### config.mk
export PLATFORM = sky130hd
export DESIGN_NAME = fwd_fifo
export DESIGN_NICKNAME = d
export VERILOG_FILES = /design/src/rtl/fwd_pkg.sv /design/src/rtl/fwd_fifo.sv
export SDC_FILE = /design/constraint.sdc
export NUM_CORES = 1
export LEC_CHECK = 0
export BUFFER_PORTS_ARGS = -buffer_cell sky130_fd_sc_hd__clkbuf_2
export CAP_MARGIN = 20
export CORE_MARGIN = 3
export CORE_UTILIZATION = 23
export CTS_CLUSTER_DIAMETER = 200
export DETAILED_ROUTE_END_ITERATION = 7
export SLEW_MARGIN = 10
export SYNTH_ARGS = -nofsm -noshare
export SYNTH_HDL_FRONTEND = slang
export SYNTH_SLANG_ARGS = --single-unit
### constraint.sdc
create_clock -name clk -period 2.53 [get_ports clk]
set_clock_uncertainty 0.1 [all_clocks]
set_input_delay 0.1265 -clock clk [delete_from_list [all_inputs] [get_ports clk]]
set_output_delay 0.1265 -clock clk [all_outputs]
set_load 0.02 [all_outputs]
### src/rtl/fwd_pkg.sv
// rtl/fwd_pkg.sv - forward-path word type shared by producer, fifo and consumer
package fwd_pkg;

  localparam int FWD_W = 8;

  typedef logic [FWD_W-1:0] fwd_t;

endpackage

### src/rtl/fwd_fifo.sv
// rtl/fwd_fifo.sv - first-word-fall-through elastic buffer on the forward path
module fwd_fifo
  import fwd_pkg::*;
#(
  parameter int DATA_W  = FWD_W,
  parameter int DEPTH   = 4,
  parameter int LEVEL_W = $clog2(DEPTH + 1)
) (
  input  logic               clk,
  input  logic               rst,
  input  logic [DATA_W-1:0]  inp_fwd,
  input  logic               inp_valid,
  output logic               inp_ready,
  output logic [DATA_W-1:0]  outp_fwd,
  output logic               outp_valid,
  input  logic               outp_ready,
  output logic [LEVEL_W-1:0] level
);

  localparam int PTR_W = (DEPTH > 1) ? $clog2(DEPTH) : 1;

  // DEPTH need not be a power of two, so the wrap is an explicit compare.
  function automatic logic [PTR_W-1:0] next_ptr(input logic [PTR_W-1:0] ptr);
    if (ptr == PTR_W'(DEPTH - 1)) begin
      return '0;
    end
    return ptr + 1'b1;
  endfunction

  logic [DATA_W-1:0]  mem_q [DEPTH];
  logic [PTR_W-1:0]   wr_ptr_q, wr_ptr_d;
  logic [PTR_W-1:0]   rd_ptr_q, rd_ptr_d;
  logic [LEVEL_W-1:0] level_q, level_d;
  logic               push, pop;

  logic               stall_q;
  logic [DATA_W-1:0]  held_q;

  // Ready and valid come only from the occupancy register, keeping in->out paths registered.
  always_comb begin
    inp_ready  = (level_q != LEVEL_W'(DEPTH));
    outp_valid = (level_q != '0);
    outp_fwd   = mem_q[rd_ptr_q];
    level      = level_q;
    push       = inp_valid & inp_ready;
    pop        = outp_valid & outp_ready;
  end

  // Pointer and occupancy next-state.
  always_comb begin
    wr_ptr_d = push ? next_ptr(wr_ptr_q) : wr_ptr_q;
    rd_ptr_d = pop  ? next_ptr(rd_ptr_q) : rd_ptr_q;
    level_d  = level_q;
    case ({push, pop})
      2'b10:   level_d = level_q + 1'b1;
      2'b01:   level_d = level_q - 1'b1;
      default: level_d = level_q;
    endcase
  end

  // Pointer and occupancy registers; reset discards all contents.
  always_ff @(posedge clk or negedge rst) begin
    if (!rst) begin
      wr_ptr_q <= '0;
      rd_ptr_q <= '0;
      level_q  <= '0;
    end else begin
      wr_ptr_q <= wr_ptr_d;
      rd_ptr_q <= rd_ptr_d;
      level_q  <= level_d;
    end
  end

  // Storage array, written on push only and never reset.
  always_ff @(posedge clk) begin
    if (push) begin
      mem_q[wr_ptr_q] <= inp_fwd;
    end
  end

  // Remember whether upstream was stalled last cycle and what it offered.
  always_ff @(posedge clk or negedge rst) begin
    if (!rst) begin
      stall_q <= 1'b0;
      held_q  <= '0;
    end else begin
      stall_q <= inp_valid & ~inp_ready;
      held_q  <= inp_fwd;
    end
  end

  // A stalled offer must keep its data unchanged until it is accepted.
  always_ff @(posedge clk) begin
    if (rst && stall_q && inp_valid) begin
      hold_stable: assert (inp_fwd == held_q);
    end
  end

endmodule
==> impl_metrics.csv, run 1 <==
group,metric,value,unit
die,number_of_i_o_pins,25,
sta,grt_setup_unrepaired,"false",
power,vdd_ir_drop_max,590,uV
clocking,ctsHtreeMaxLevel,2,
power,power.density,1100,nW/um^2
cells_and_area,postLayoutCellArea,2000,um^2
cells_and_area,number_of_standard_cells_in_the_final_layout_excluding_fillers,213,
sta,post-route-min-period,2.33,ns
logic_synthesis,synthDominantCellAreaShare,59.8,%
power,netSwitchingPower,0.000765,W
logic_synthesis,syn_inst,82,
route,routed_wl,2.72,mm
sta,report.final.slew_viol_count,0,
logic_synthesis,synthArstFlopShare,17.9,%
logic_synthesis,syn_area,1610,um^2
place,dpl.cell_count,197,
status,outcome,"finished, final reports clean",
route,drc,0,
clocking,clk_pin_slew_worst_paths,0.06,ns
cells_and_area,syn_to_final_growth,24.6,%
sta,fin_setup_tns,0,ns
run,max_cap_violations,0,
worst_setup_path,worst-r2r-setup-slack,0.20,ns
worst_setup_path,crit_path_max_fanout,6,
grt,antenna_found_initial,0,
cells_and_area,drive_gt1_share,40.8,%
hold_path,timing.hold.worst.class,"in2async",
worst_setup_path,rr_endpoint,"level[2]",
logic_synthesis,yosys_most_used_dff,"sky130_fd_sc_hd__edfxtp_1",
logic_synthesis,synth_area_leaders,"sky130_fd_sc_hd__edfxtp_1, sky130_fd_sc_hd__mux4_2, sky130_fd_sc_hd__dfrtp_1",
place,dpl.hpwl,1.92,mm
place,place_area,1840,um^2
logic_synthesis,seq_area_frac_synth,70.7,%
logic_synthesis,mapped_avg_cell_area,19.6,um^2
power,power,0.00221,W
place,gp_routability_congestion,0.687,
worst_setup_path,arrival_time_at_the_worst_endpoint,2.43,ns
grt,grt_use_total,7.83,%
clocking,root_buffer,"sky130_fd_sc_hd__clkbuf_8",
power,internal_power,0.00144,W
logic_synthesis,ys_top_cells_by_count,"sky130_fd_sc_hd__edfxtp_1, sky130_fd_sc_hd__mux4_2, sky130_fd_sc_hd__dfrtp_1, sky130_fd_sc_hd__inv_1, sky130_fd_sc_hd__ha_1",
logic_synthesis,synth-edff-count,32,
worst_setup_path,startpoint,"level[0]",
die,dieHeight,89.6,um
grt,globalRoute.totalOverflow,0,
sta,worst_pin_slew,0.608,ns
route,post_drt_via_cell_ratio,3.83,
worst_setup_path,critPathLaunchType,"flop",
logic_synthesis,number_of_nets_in_the_synthesized_netlist,101,
route,drt_pre_antenna_iters,4,
die,die_outline_area,8030,um^2
logic_synthesis,synth_cell_type_count,19,
clocking,clk-insertion-delay-late,0.28,ns
die,rows,29,
logic_synthesis,ys_seq_elements,39,
place,buffer_ports.inserted,24,
logic_synthesis,count_leader_synth,"sky130_fd_sc_hd__edfxtp_1",
worst_setup_path,worstSetupEndpoint,"level[2]",
worst_setup_path,worstSetupEndpointType,"flop",
logic_synthesis,synth_area_leader_cell,"sky130_fd_sc_hd__edfxtp_1",
die,start_util,24.5,%
clocking,cts.path.max_buffers,2,
cells_and_area,antenna_cells_inserted,0,
grt,maximum_number_of_pins_on_one_net_before_global_route_repair,12,
clocking,clock_sink_count,39,
power,pwr-share-comb,37.0,%
power,power.switching_fraction,34.7,%
clocking,post_cts_buffers,0,
die,die-width,89.6,um
worst_setup_path,timing.critical_path.required,2.64,ns
cells_and_area,fin_nets,139,
sta,timing.slew.headroom,59.5,%
route,detailroute.via_count,815,
sta,finalSetupViolations,0,
power,share_clk_of_total_power,17.1,%
route,wire_per_inst,12.8,um
die,placeableCoreArea,6570,um^2
route,drt-initial-drc-count,62,
grt,global_route_wire_length_before_repair,4.60,mm
route,ant_nets,0,
worst_setup_path,rr_startpoint,"level[0]",
power,p_leak,0.773,nW
sta,holdWs,0.117,ns
clocking,cts_buffers,5,
worst_setup_path,worstRegToRegCells,9,
sta,timing.fmax,430,MHz
logic_synthesis,synth.yosys.warnings,0,
worst_setup_path,path_class,"reg2reg",
power,power_frac_seq,45.9,%
grt,number_of_global_route_vias_before_repair,922,
sta,period_share,92.0,%
sta,timing_hold_violations_final,0,
cells_and_area,fill_cells,656,
clocking,cts_tree,"yes",
-- state kept, by name, indices dropped and copies added, names as in the netlist --
signal / cells
wr_ptr_q: 2
rd_ptr_q: 2
mem_q: 32
level: 3
-- kinds of logic (layout without fill, tap and decap cells) --
group / Yosys count / count (layout) / synth area share (%)
XOR/XNOR: 3 / 3 / 1.63
adder cells (fa/ha/maj): 7 / 7 / 5.91
buffers and inverters: 9 / 47 / 2.18
flip-flops: 39 / 39 / 70.7
multiplexers: 13 / 13 / 15.1
AND/OR/NAND/NOR: 11 / 11 / 4.51
-- power groups by stage --
stage	registers, W	logic [W]	clock network [W]
3_3_place_gp	0.00101	0.000805	0
6_report	0.00101	0.000817	0.000378
2_1_floorplan	0.000970	0.000629	0
4_1_cts	0.00102	0.000841	0.000393
5_1_grt	0.00104	0.000908	0.000427
3_5_place_dp	0.00103	0.000826	0
-- area by class of cell --
cell class | instances | area [um^2] | area share (%)
inverter | 7 | 26.3 | 1.31
sequential | 39 | 1140 | 56.7
multi-input combinational | 34 | 437 | 21.8
clock buffer | 5 | 68.8 | 3.44
timing repair buffer | 33 | 210 | 10.5
tap | 93 | 116 | 5.81
clock inverter | 2 | 8.76 | 0.437
-- worst min path at each step --
stage | slack (ns) | cells past startpoint | endpoint | startpoint
3_5_place_dp | -0.12 | 1 | wr_ptr_q[1] | rst
5_1_grt | 0.11 | 2 | wr_ptr_q[1] | rst
2_1_floorplan | -0.27 | 0 | level[0] | rst
6_report | 0.12 | 2 | wr_ptr_q[1] | rst
3_3_place_gp | -0.13 | 1 | level[0] | rst
4_1_cts | 0.11 | 2 | wr_ptr_q[1] | rst
-- layout by cell type, fill, tap and decap left out --
| cell type | count |
|---|---|
| sky130_fd_sc_hd__clkinv_1 | 1 |
| sky130_fd_sc_hd__xor2_1 | 2 |
| sky130_fd_sc_hd__mux2_4 | 2 |
| sky130_fd_sc_hd__clkbuf_8 | 5 |
| sky130_fd_sc_hd__and2_4 | 1 |
| sky130_fd_sc_hd__clkinv_2 | 1 |
| sky130_fd_sc_hd__and3_2 | 4 |
| sky130_fd_sc_hd__ha_1 | 6 |
| sky130_fd_sc_hd__nand2_1 | 1 |
| sky130_fd_sc_hd__fa_1 | 1 |
| sky130_fd_sc_hd__nor2_1 | 3 |
| sky130_fd_sc_hd__or3b_4 | 1 |
| sky130_fd_sc_hd__dfrtp_1 | 7 |
| sky130_fd_sc_hd__xnor2_1 | 1 |
| sky130_fd_sc_hd__edfxtp_1 | 32 |
| sky130_fd_sc_hd__clkbuf_2 | 24 |
| sky130_fd_sc_hd__mux2i_1 | 1 |
| sky130_fd_sc_hd__mux2_2 | 2 |
| sky130_fd_sc_hd__mux4_2 | 8 |
| sky130_fd_sc_hd__inv_1 | 7 |
| sky130_fd_sc_hd__or3_2 | 1 |
| sky130_fd_sc_hd__dlygate4sd3_1 | 9 |
-- routing by layer --
layer,up-vias,track usage [%],routed length (um)
li1,383,-,-
met1,405,10.0,1270
met2,23,12.1,1240
met3,4,3.56,183
met4,0,2.03,27
met5,-,0,0
-- worst max-delay path, stage by stage, from the launching register on --
cell and delay [ns]:
sky130_fd_sc_hd__dfrtp_1 0.43, sky130_fd_sc_hd__or3b_4 0.44, sky130_fd_sc_hd__and2_4 0.19, sky130_fd_sc_hd__inv_1 0.06, sky130_fd_sc_hd__ha_1 0.19, sky130_fd_sc_hd__inv_1 0.06, sky130_fd_sc_hd__fa_1 0.37, sky130_fd_sc_hd__xor2_1 0.15
sky130_fd_sc_hd__nor2_1 0.12, sky130_fd_sc_hd__xor2_1 0.15
-- repair_timing --
item | 4_1_cts | 5_1_grt
endpoints found under the hold margin | 39 | 0
hold buffers | 9 | 0
gates resized for setup | 0 | 0
-- per-stage QoR --
stage          utilization [%]  setup slack, ns
2_1_floorplan                -            0.202
3_3_place_gp              27.9            0.299
3_5_place_dp              27.9            0.222
4_1_cts                   30.5            0.194
5_1_grt                   30.5            0.117
6_report                  30.5            0.202
(Power assumes the default switching activity.)
==> inputs of run 2 (changes only) <==
- ABC_AREA: default -> 1
- CELL_PAD_IN_SITES_DETAIL_PLACEMENT: default -> 0
- CELL_PAD_IN_SITES_GLOBAL_PLACEMENT: default -> 1
- PLACE_DENSITY_LB_ADDON: default -> 0.1
==> run 2 against run 1 <==
Compared with the run above:
- count of clock-buffer cells in the layout grew 1
- cell count increased by 38%
- clock power grew 7.7%
- critical path depth up 1
- via count increased by 36%
- global-route usage is 0.96 points higher
- non-clock buffer count rose by 6
- final area increased by 8.8%
- largest cell class unchanged
- largest power group is now combinational logic
- highest routed layer unchanged
==> impl_metrics.csv, run 2 <==
group,metric,value,unit
clocking,ctsHtreeMaxLevel,2,
cells_and_area,layout.cells.most_common,"sky130_fd_sc_hd__nand2_1",
place,place_area,2000,um^2
cells_and_area,fill_cells,802,
logic_synthesis,syn_inst,152,
power,vdd_ir_drop_max,259,uV
grt,global_route_wire_length_before_repair,5.66,mm
logic_synthesis,count_leader_synth,"sky130_fd_sc_hd__nand2_1",
logic_synthesis,syn_area,1770,um^2
sta,holdWs,0.00697,ns
hold_path,min_delay_path_depth,3,
clocking,cts_buffers,5,
logic_synthesis,number_of_nets_in_the_synthesized_netlist,171,
cells_and_area,postLayoutCellArea,2180,um^2
clocking,clk-insertion-delay-late,0.29,ns
sta,grt_setup_unrepaired,"false",
worst_setup_path,critPathLaunchType,"flop",
worst_setup_path,path_delay_family,"adder cells",
logic_synthesis,synth_area_leaders,"sky130_fd_sc_hd__edfxtp_1, sky130_fd_sc_hd__dfrtp_1, sky130_fd_sc_hd__nand2_1",
power,power.density,1100,nW/um^2
cells_and_area,syn_to_final_growth,23.0,%
grt,number_of_global_route_vias_before_repair,1126,
sta,timing.fmax,525,MHz
grt,globalRoute.totalOverflow,0,
logic_synthesis,synthArstFlopShare,17.9,%
worst_setup_path,path_class,"reg2reg",
sta,post-route-min-period,1.90,ns
route,ant_nets,0,
worst_setup_path,critical_path.max_stage_delay,0.40,ns
route,post_drt_via_cell_ratio,3.80,
route,detailroute.via_count,1112,
status,outcome,"finished, final reports clean",
power,internal_power,0.00141,W
logic_synthesis,synth.yosys.warnings,0,
logic_synthesis,synth-edff-count,32,
cells_and_area,antenna_cells_inserted,0,
logic_synthesis,synthDominantCellAreaShare,54.2,%
logic_synthesis,ys_top_cells_by_count,"sky130_fd_sc_hd__nand2_1, sky130_fd_sc_hd__edfxtp_1, sky130_fd_sc_hd__inv_1",
die,die-width,93.8,um
grt,maximum_number_of_pins_on_one_net_before_global_route_repair,36,
route,drt_pre_antenna_iters,4,
logic_synthesis,mapped_avg_cell_area,11.7,um^2
grt,antenna_found_initial,0,
logic_synthesis,ys_seq_elements,39,
die,start_util,24.0,%
clocking,root_buffer,"sky130_fd_sc_hd__clkbuf_8",
clocking,clk_pin_slew_worst_paths,0.07,ns
sta,finalSetupViolations,0,
place,gp_routability_congestion,0.733,
sta,timing.slew.headroom,77.0,%
cells_and_area,largest_register_ff_count,32,
worst_setup_path,rr_startpoint,"level[1]",
logic_synthesis,synth_area_leader_cell,"sky130_fd_sc_hd__edfxtp_1",
clocking,post_cts_buffers,0,
hold_path,worst_hold_path_startpoint,"outp_ready",
worst_setup_path,worstRegToRegCells,10,
cells_and_area,most-common-layout-cells,"sky130_fd_sc_hd__nand2_1, sky130_fd_sc_hd__edfxtp_1, sky130_fd_sc_hd__inv_1",
clocking,clock_sink_count,39,
die,rows,31,
worst_setup_path,crit_path_max_fanout,7,
route,wire_per_inst,12.0,um
worst_setup_path,timing.critical_path.mode_cell,"sky130_fd_sc_hd__nand2_1",
run,max_cap_violations,0,
place,buffer_ports.inserted,24,
die,placeableCoreArea,7370,um^2
worst_setup_path,timing.critical_path.required,2.61,ns
logic_synthesis,synth_cell_type_count,18,
route,drt-initial-drc-count,48,
clocking,cts_tree,"yes",
worst_setup_path,critPathBufInv,2,
sta,report.final.slew_viol_count,0,
worst_setup_path,worst_path_max_delay_cell,"sky130_fd_sc_hd__dfrtp_1",
sta,worst_pin_slew,0.344,ns
power,netSwitchingPower,0.000981,W
die,die_outline_area,8790,um^2
power,power_frac_seq,39.0,%
logic_synthesis,seq_area_frac_synth,64.1,%
power,p_leak,0.940,nW
clocking,cts.path.max_buffers,2,
die,dieHeight,93.8,um
clocking,cts_repair_resize_count,0,
sta,period_share,75.2,%
sta,timing_hold_violations_final,0,
power,pwr-share-comb,44.0,%
logic_synthesis,yosys_most_used_dff,"sky130_fd_sc_hd__edfxtp_1",
sta,fin_setup_tns,0,ns
hold_path,holdPathEnd,"rd_ptr_q[0]",
worst_setup_path,worstSetupEndpointType,"flop",
route,drc,0,
cells_and_area,fin_nets,212,
route,routed_wl,3.51,mm
cells_and_area,drive_gt1_share,21.6,%
worst_setup_path,arrival_time_at_the_worst_endpoint,1.99,ns
die,number_of_i_o_pins,25,
power,share_clk_of_total_power,17.0,%
place,dpl.hpwl,2.44,mm
cells_and_area,largest_register,"mem_q",
worst_setup_path,worst-r2r-setup-slack,0.63,ns
worst_setup_path,timing.critical_path.cells,"inv_1 > nand3_4 > nand2_4 > ha_1 > inv_1 > fa_1 > nand2_1 > nand3_1 > nand2_1 > nand2_1",
hold_path,timing.hold.worst.class,"in2reg",
worst_setup_path,rr_endpoint,"level[2]",
power,power.switching_fraction,41.0,%
grt,grt_use_total,8.79,%
power,power,0.00239,W
-- run 2: worst max-delay path by stage --
| stage | start | to | slack, ns | cells after the start |
|---|---|---|---|---|
| 6_report | level[1] | level[2] | 0.63 | 10 |
| 5_1_grt | level[1] | level[2] | 0.48 | 10 |
| 4_1_cts | level[1] | level[2] | 0.62 | 10 |
| 3_5_place_dp | level[1] | level[2] | 0.63 | 10 |
| 3_3_place_gp | level[1] | level[2] | 0.68 | 10 |
| 2_1_floorplan | level[1] | level[1] | 0.59 | 8 |
-- run 2: what timing repair did --
action / 4_1_cts / 5_1_grt
hold buffers: 9 / 0
setup endpoints to repair: 0 / 0
hold endpoints to repair: 39 / 0
-- run 2: cell type report --
type / instances / area (um^2) / area share [%]
Sequential cell: 39 / 1140 / 52.1
Clock inverter: 2 / 12.5 / 0.574
Clock buffer: 6 / 72.6 / 3.33
Inverter: 30 / 113 / 5.17
Multi-Input combinational cell: 78 / 467 / 21.4
Tap cell: 99 / 124 / 5.68
Timing Repair Buffer: 39 / 255 / 11.7
-- run 2: power groups by stage --
| stage | Clock, W | Sequential [W] | Combinational, W |
|---|---|---|---|
| final | 0.000407 | 0.000933 | 0.00105 |
| after global routing | 0.000451 | 0.000950 | 0.00121 |
| after CTS | 0.000427 | 0.000936 | 0.00109 |
| after detailed placement | 0 | 0.000948 | 0.00108 |
| after global placement | 0 | 0.000943 | 0.00108 |
| after floorplan | 0 | 0.000970 | 0.000761 |
-- run 2: cell families after synthesis --
group	synth area share [%]
DFF	64.1
buffers and inverters	9.53
AOI/OAI and AO/OA	7.06
adders and majority gates	5.37
and+or+nand+nor	13.4
xor gates and xnor gates	0.494
-- run 2: through the flow --
| step | instances | worst slack (ns) | utilization [%] |
|---|---|---|---|
| floorplan | 152 | 0.585 | - |
| global placement | 276 | 0.675 | 27.2 |
| detailed placement | 276 | 0.632 | 27.2 |
| CTS | 293 | 0.618 | 29.6 |
| global route | 293 | 0.484 | 29.6 |
| finish | 293 | 0.627 | 29.6 |
-- run 2: tightest hold or removal path, cell delays in order --
cell and delay (ns):
sky130_fd_sc_hd__clkbuf_2 0.11, sky130_fd_sc_hd__nand3_1 0.08, sky130_fd_sc_hd__nand2_1 0.05
-- run 2: routing by layer --
metal | wire [um] | track usage (%) | vias to the layer above
met4 | 61 | 3.25 | 0
met5 | 0 | 0 | -
met3 | 141 | 2.64 | 6
li1 | - | - | 580
met1 | 1600 | 10.6 | 509
met2 | 1700 | 14.7 | 17
==> inputs of run 3 (changes only) <==
- clock period: 2.53 -> 1.9 ns (I/O delays scaled with it)
==> run 3 against run 2 <==
Compared with the run above:
- via count rose by 4.7%
- clock power rose by 98%
- sequential share of layout area shrank 2.8 points
- worst hold slack improved by 0.075 ns
- worst setup slack got worse by 0.50 ns
- largest cell class unchanged
==> impl_metrics.csv, run 3 (synthesis gave the netlist of run 2 again) <==
group,metric,value,unit
grt,global_route_wire_length_before_repair,5.80,mm
grt,globalRoute.totalOverflow,0,
place,buffer_ports.inserted,24,
clocking,clk_pin_slew_worst_paths,0.08,ns
power,pwr-share-comb,42.5,%
clocking,ctsHtreeMaxLevel,2,
cells_and_area,syn_to_final_growth,30.2,%
worst_setup_path,timing.critical_path.cells,"inv_2 > nand3_4 > nand2_4 > ha_2 > inv_1 > fa_2 > nand2_1 > nand3_1 > nand2_1 > nand2_1",
clocking,root_buffer,"sky130_fd_sc_hd__clkbuf_8",
clocking,clk-insertion-delay-late,0.29,ns
worst_setup_path,worstSetupEndpointType,"flop",
worst_setup_path,path_class,"reg2reg",
cells_and_area,largest_register,"mem_q",
power,p_leak,1.00,nW
worst_setup_path,worst_path_max_delay_cell,"sky130_fd_sc_hd__dfrtp_1",
die,die_outline_area,8790,um^2
status,outcome,"finished, final reports clean",
clocking,cts.path.max_buffers,2,
die,die-width,93.8,um
run,max_cap_violations,0,
power,share_clk_of_total_power,22.5,%
clocking,cts_buffers,5,
place,dpl.hpwl,2.42,mm
cells_and_area,most-common-layout-cells,"sky130_fd_sc_hd__nand2_1, sky130_fd_sc_hd__edfxtp_1, sky130_fd_sc_hd__inv_1",
sta,grt_setup_unrepaired,"false",
power,power,0.00358,W
sta,post-route-min-period,1.77,ns
route,ant_nets,0,
power,vdd_ir_drop_max,562,uV
worst_setup_path,path_delay_family,"adder cells",
cells_and_area,postLayoutCoreUtil,31.3,%
cells_and_area,largest_register_ff_count,32,
clocking,clock_sink_count,39,
cells_and_area,layout.cells.most_common,"sky130_fd_sc_hd__nand2_1",
route,post_drt_via_cell_ratio,3.85,
die,rows,31,
grt,antenna_found_initial,0,
worst_setup_path,rr_startpoint,"level[1]",
route,wire_per_inst,11.6,um
cells_and_area,fin_nets,221,
grt,grt_use_total,8.78,%
worst_setup_path,critPathLaunchType,"flop",
clocking,cts_tree,"yes",
die,start_util,24.0,%
cells_and_area,antenna_cells_inserted,0,
die,placeableCoreArea,7370,um^2
power,netSwitchingPower,0.00133,W
grt,maximum_number_of_pins_on_one_net_before_global_route_repair,17,
power,internal_power,0.00225,W
place,gp_routability_congestion,0.714,
sta,period_share,93.2,%
route,drt_pre_antenna_iters,4,
worst_setup_path,critPathBufInv,2,
die,number_of_i_o_pins,25,
route,drc,0,
worst_setup_path,timing.critical_path.mode_cell,"sky130_fd_sc_hd__nand2_1",
worst_setup_path,startpoint,"level[1]",
sta,timing.slew.headroom,77.9,%
power,power_frac_seq,35.0,%
route,detailroute.via_count,1164,
sta,timing_hold_violations_final,0,
sta,worst_pin_slew,0.331,ns
sta,fin_setup_tns,0,ns
worst_setup_path,arrival_time_at_the_worst_endpoint,1.85,ns
power,power.switching_fraction,37.1,%
worst_setup_path,timing.critical_path.required,1.98,ns
route,drt-initial-drc-count,79,
hold_path,timing.hold.worst.class,"in2async",
sta,timing.fmax,565,MHz
worst_setup_path,critical_path.max_stage_delay,0.41,ns
power,power.density,1550,nW/um^2
die,dieHeight,93.8,um
sta,report.final.slew_viol_count,0,
worst_setup_path,crit_path_max_fanout,4,
cells_and_area,drive_gt1_share,26.1,%
route,routed_wl,3.51,mm
grt,number_of_global_route_vias_before_repair,1141,
sta,finalSetupViolations,0,
run 3: layout make-up:
type                       instances  area (um^2)
tap                               99          124
inverter                          30          113
clock inverter                     2         60.1
sequential                        39         1140
timing repair buffer              48          328
fill                             787         5060
multi-input combinational         78          472
clock buffer                       6         72.6
run 3: power by group through the flow:
stage	clock (W)	combinational [W]	sequential [W]
after floorplan	0	0.00101	0.00130
after detailed placement	0	0.00146	0.00128
after global placement	0	0.00144	0.00128
after global routing	0.000871	0.00174	0.00128
final	0.000807	0.00152	0.00125
after CTS	0.000837	0.00148	0.00127
run 3: layer usage:
metal | routed length [um] | up-vias | part of all wire, % | global-route usage (%)
li1 | - | 600 | - | -
met1 | 1600 | 537 | 46 | 11.6
met2 | 1660 | 23 | 47 | 13.5
met3 | 200 | 4 | 5.7 | 2.96
met4 | 40 | 0 | 1.1 | 2.89
met5 | 0 | - | 0 | 0
run 3: repair_timing:
item,CTS,global route
hold endpoints to repair,43,0
hold buffers,11,0
endpoints found under the setup margin,0,2
resized for setup,0,3
buffers inserted,0,5
run 3: path summary, 6_finish.rpt:
check | to | slack, ns | cells after the start
max reg2reg | level[2] | 0.13 | 10
min reg2reg | level[2] | 0.42 | 2
min in group clk | level[2] | 0.42 | 2
max in group asynchronous | level[2] | 1.42 | 2
max | level[2] | 0.13 | 10
min | level[1] | 0.08 | 2
run 3: through the flow:
step	hold WS, ns	worst slack (ns)	instance area, um^2	std cells
after global placement	-0.151	0.0865	2020	278
after detailed placement	-0.149	0.0708	2020	278
after floorplan	-0.301	0.000913	1770	152
after CTS	0.0814	0.0422	2260	297
after global routing	0.0829	0.00441	2310	302
final	0.0823	0.129	2310	302
